## config.mk

```make
export PLATFORM = sky130hd
export DESIGN_NAME = serial_adder
export DESIGN_NICKNAME = d
export VERILOG_FILES = /design/src/rtl/serial_adder_pkg.sv /design/src/rtl/serial_fa_cell.sv /design/src/rtl/serial_adder.sv
export SDC_FILE = /design/constraint.sdc
export NUM_CORES = 1
export LEC_CHECK = 0
export CAP_MARGIN = 30
export CORE_MARGIN = 2
export CORE_UTILIZATION = 54
export DETAILED_ROUTE_END_ITERATION = 10
export GPL_ROUTABILITY_DRIVEN = 1
export GPL_TIMING_DRIVEN = 1
export PLACE_DENSITY = 0.93
export SLEW_MARGIN = 5
export SYNTH_ARGS = -nofsm -noshare
export SYNTH_HDL_FRONTEND = slang
export SYNTH_SLANG_ARGS = --single-unit
export TNS_END_PERCENT = 1
```

## constraint.sdc

```tcl
create_clock -name clk -period 3.6 [get_ports clk]
set_clock_uncertainty 0.05 [all_clocks]
set_input_delay 0.36 -clock clk [delete_from_list [all_inputs] [get_ports clk]]
set_output_delay 0.36 -clock clk [all_outputs]
set_load 0.02 [all_outputs]
```

## src/rtl/serial_adder_pkg.sv

```systemverilog
// Shared constants for the bit-serial adder: FSM encoding and default operand width.
package serial_adder_pkg;

    localparam int SA_DEFAULT_WIDTH = 8;

    typedef enum logic [1:0] {
        ST_IDLE = 2'd0,
        ST_RUN  = 2'd1,
        ST_DONE = 2'd2
    } sa_state_e;

endpackage

```

## src/rtl/serial_fa_cell.sv

```systemverilog
// Combinational 1-bit full adder built from explicit AND/OR/XOR terms.
module serial_fa_cell (
    input  logic a_i,
    input  logic b_i,
    input  logic cin_i,
    output logic sum_o,
    output logic cout_o
);

    logic prop;
    logic gen;
    logic prop_c;

    assign prop   = a_i ^ b_i;
    assign gen    = a_i & b_i;
    assign prop_c = prop & cin_i;
    assign sum_o  = prop ^ cin_i;
    assign cout_o = gen | prop_c;

endmodule

```

## src/rtl/serial_adder.sv

```systemverilog
// Bit-serial WIDTH-bit adder: one full-adder cell, registered carry, LSB first.
// Handshake: start is accepted only in IDLE; done pulses one cycle with sum/carryout/overflow valid.
module serial_adder
    import serial_adder_pkg::*;
#(
    parameter int WIDTH = SA_DEFAULT_WIDTH
) (
    input  logic             clk,
    input  logic             reset,
    input  logic             start,
    input  logic [WIDTH-1:0] a,
    input  logic [WIDTH-1:0] b,
    input  logic             carryin,
    output logic             busy,
    output logic             done,
    output logic [WIDTH-1:0] sum,
    output logic             carryout,
    output logic             overflow,
    output logic [1:0]       dbg_state
);

    localparam int CW = $clog2(WIDTH);

    sa_state_e        state_q, state_d;
    logic [WIDTH-1:0] a_q, a_d;
    logic [WIDTH-1:0] b_q, b_d;
    logic [WIDTH-1:0] s_q, s_d;
    logic             c_q, c_d;
    logic [CW-1:0]    cnt_q, cnt_d;
    logic [WIDTH-1:0] sum_q, sum_d;
    logic             cout_q, cout_d;
    logic             ovf_q, ovf_d;

    logic fa_sum;
    logic fa_cout;

    serial_fa_cell u_fa (
        .a_i   (a_q[0]),
        .b_i   (b_q[0]),
        .cin_i (c_q),
        .sum_o (fa_sum),
        .cout_o(fa_cout)
    );

    always_comb begin
        state_d = state_q;
        a_d     = a_q;
        b_d     = b_q;
        s_d     = s_q;
        c_d     = c_q;
        cnt_d   = cnt_q;
        sum_d   = sum_q;
        cout_d  = cout_q;
        ovf_d   = ovf_q;
        case (state_q)
            ST_IDLE: begin
                if (start) begin
                    a_d     = a;
                    b_d     = b;
                    c_d     = carryin;
                    cnt_d   = '0;
                    state_d = ST_RUN;
                end
            end
            ST_RUN: begin
                s_d = {fa_sum, s_q[WIDTH-1:1]};
                a_d = a_q >> 1;
                b_d = b_q >> 1;
                c_d = fa_cout;
                if (cnt_q == CW'(WIDTH - 1)) begin
                    // c_q here is the carry into the MSB, needed for signed overflow.
                    sum_d   = {fa_sum, s_q[WIDTH-1:1]};
                    cout_d  = fa_cout;
                    ovf_d   = c_q ^ fa_cout;
                    state_d = ST_DONE;
                end else begin
                    cnt_d = cnt_q + CW'(1);
                end
            end
            ST_DONE: state_d = ST_IDLE;
            default: state_d = ST_IDLE;
        endcase
    end

    always_ff @(posedge clk) begin
        if (reset) begin
            state_q <= ST_IDLE;
            a_q     <= '0;
            b_q     <= '0;
            s_q     <= '0;
            c_q     <= 1'b0;
            cnt_q   <= '0;
            sum_q   <= '0;
            cout_q  <= 1'b0;
            ovf_q   <= 1'b0;
        end else begin
            state_q <= state_d;
            a_q     <= a_d;
            b_q     <= b_d;
            s_q     <= s_d;
            c_q     <= c_d;
            cnt_q   <= cnt_d;
            sum_q   <= sum_d;
            cout_q  <= cout_d;
            ovf_q   <= ovf_d;
        end
    end

    assign busy      = (state_q != ST_IDLE);
    assign done      = (state_q == ST_DONE);
    assign sum       = sum_q;
    assign carryout  = cout_q;
    assign overflow  = ovf_q;
    assign dbg_state = state_q;

endmodule

```

==> summary.md <==
| Metric | Value |
|---|---|
| Outcome | finished, final reports clean |
| Clock buffer depth | 2 |
| Max rail drop VDD | approximately 0.25 mV |
| P&R area growth vs syn | 22.7% |
| Placed Instances | around 250 |
| Sequential share of the synthesized area | a little under half |
| Critical path class | reg2out |
| Hold Path Depth | 2 |
| RR Endpoint | overflow |
| Crit path required time | around 3.2 ns |
| Antenna-violating nets left | 0 |
| Mapped Nets | about 200 |
| H-Tree Depth | 2 |
| Fin. Hold Viols | 0 |
| Relative slew margins | between 40% and 50% |
| Logic gate share of total power | between 10% and 20% |
| Routed wire length | ~3000 um |
| Setup TNS Final | 0 ns |
| Post-synth ARST share | 0% |
| Row count | 20 |
| Post-synth top flop | dfxtp_1 |
| Number of CTS-inserted buffers | 5 |
| Dpl ws | between 1.5 and 2 ns |
| Die height | around 60 um |
| Gate Count Post-Synth | between 150 and 200 |
| Layout cells sized above 1 | 13.7% |
| Core ar. | slightly above 3000 sq um |
| Final slew viol count | 0 |
| Initial Utilization | between 50% and 60% |
| RSZ-0062 raised after global routing | false |
| Internal Dissipation | around 0.63 mW |
| #FFs+latches synth | 39 |
| Final setup fails | 0 |
| Iteration-0 DRC count of the detailed router | 29 |
| Synth unique cells | 24 |
| Post-DP HPWL | between 2000 and 2500 um |
| Die Area | about 3600 sq um |
| Fin crit period | about 2.1 ns |
| Nets | roughly 230 |
| Gr ovfl total | 0 |
| DRC | 0 |
| Setup ws final | between 1 and 1.5 ns |
| CTS tree | done |
| CP Max Fanout | 12 |
| Setup bufs post-CTS | 0 |
| GPL Wtd Cong | 0.733 |
| Crit start category | flop |
| Reg2reg path depth | 4 |
| CTS root buf | clkbuf_4 |
| Max Fclk | around 470 MHz |
| First-pass GRT wire length | between 5000 and 6000 um |
| Syn_area_per_cell | about 9.5 sq um |
| Slew @ Worst Pin | between 0.8 and 0.9 ns |
| Non-Filler Instances | between 200 and 300 |
| Hold buffer count at CTS | 0 |
| Worst hold start | sum[2] |
| Tcrit/Tclk final | between 50% and 60% |
| PwrDens | 402 nW/um^2 |
| Clk pwr share | between 30 and 40% |
| Largest net degree at the start of global routing | 31 |
| DR WL/cell | approximately 12 um |
| Crit end category | output port |
| P_sw | ~0.21 mW |
| Port buffer count | 33 |
| Drt first pass iters | 4 |
| I/O pin cnt | 34 |
| ANT cells | 0 |
| Arrival time of the worst setup path | roughly 1.7 ns |
| Share of power burned in registers | 55.4% |
| Hold endpoint | sum[2] |
| Ys Warns | 0 |
| Sw Share | between 20% and 30% |
| Antenna violations before repair | 0 |
| Post-CTS Resized | 0 |
| Tot Pwr | roughly 0.84 mW |
| Max-Cap Viols | 0 |
| CTS sink cnt | 39 |
| Hold WS | just over 0.4 ns |
| Total track usage | around 19% |
| Die extent in x | approximately 60 um |
| Worst-path clk slew | 0.10 ns |
| Vias in the first global route | approximately 1200 |
| Leak | 0.746 nW |
| Vias per cell | 5.16 |
| Hold Crit Class | reg2reg |
| Most frequent cells in the layout | dfxtp_1, nand2_1, clkdlybuf4s50_1, nor2_1, a21oi_1 |
| Synthesized area | ~1700 sq um |
| Post-synth EDFFs | 0 |
| Most common cell after layout, fill and taps aside | dfxtp_1 |
| FF-to-FF Start | dbg_state[0] |
| Via count | approximately 1300 |
| Setup slack, reg-to-reg | about 1.9 ns |
| Skew-Pair Late Insertion Delay | roughly 0.35 ns |
==> metrics by stage <==
step	util, %	cell area, sq um
floorplan	-	1710
global placement	67.0	2030
detailed placement	67.0	2030
CTS	69.3	2100
global route	69.3	2100
finish	69.3	2100
==> critical path: stages, from the launching register on <==
cell             delay [ns]
dfxtp_1                0.56
nor2b_1                0.21
clkdlybuf4s50_1        0.62
==> Yosys cell counts (2+ instances only) <==
cell type   n  share of area [%]
mux2i_1    15                8.8
nor2b_1     2               0.73
a21oi_1    19                5.6
ha_1        2                1.5
o21ai_0     3               0.88
nand2b_1    5                1.8
nor2_1     19                4.2
buf_2       5                1.5
inv_1       2               0.44
nand2_1    36                7.9
dfxtp_1    39                 46
a211oi_2   16                 12
buf_4       6                2.6
==> how the worst max path moves through the flow <==
| stage | slack [ns] | cells after the start | endpoint | startpoint |
|---|---|---|---|---|
| floorplan | 2.16 | 3 | done | dbg_state[0] |
| global placement | 1.56 | 3 | a_q[7] | reset |
| detailed placement | 1.54 | 3 | a_q[3] | reset |
| CTS | 1.44 | 2 | done | dbg_state[1] |
| global route | 1.36 | 3 | busy | dbg_state[1] |
| finish | 1.46 | 2 | done | dbg_state[1] |
==> routing by layer <==
| layer | global-route usage, % | wire (um) |
|---|---|---|
| met4 | 9.52 | 66 |
| met3 | 4.76 | 117 |
| met1 | 22.6 | 1340 |
| met5 | 0 | 0 |
| met2 | 32.9 | 1460 |
==> final cells by class <==
type	instances	area [sq um]
multi-input cells	127	840
fillers	247	931
flip-flops and latches	39	781
well taps	44	55.1
clock buffers	8	68.8
inverters	2	7.51
repair buffers	35	345
==> registers in the layout (all words and copies together) (netlist names) <==
name	count
c_q	1
carryout	1
dbg_state	2
b_q	8
overflow	1
cnt_q	3
a_q	8
sum	8
s_q	7
==> power groups by stage <==
stage / Clock, mW / Combinational [mW] / Sequential [mW]
after floorplan: 0 / 0.0929 / 0.473
after global placement: 0 / 0.121 / 0.476
after detailed placement: 0 / 0.124 / 0.477
after CTS: 0.258 / 0.124 / 0.467
after global routing: 0.278 / 0.137 / 0.470
final: 0.253 / 0.123 / 0.467
==> kinds of logic (layout without fill, tap and decap cells) <==
kind of cell | count (synthesis) | count (layout) | share of synthesized area [%]
AND/OR/NAND/NOR | 67 | 67 | 17.5
AO/OA/AOI/OAI | 41 | 41 | 19.7
flip-flops | 39 | 39 | 45.7
multiplexers | 15 | 15 | 8.78
buffers and inverters | 14 | 45 | 5.20
adder cells (fa/ha/maj) | 3 | 3 | 2.64
XOR/XNOR | 1 | 1 | 0.513
(Power assumes the default switching activity.)
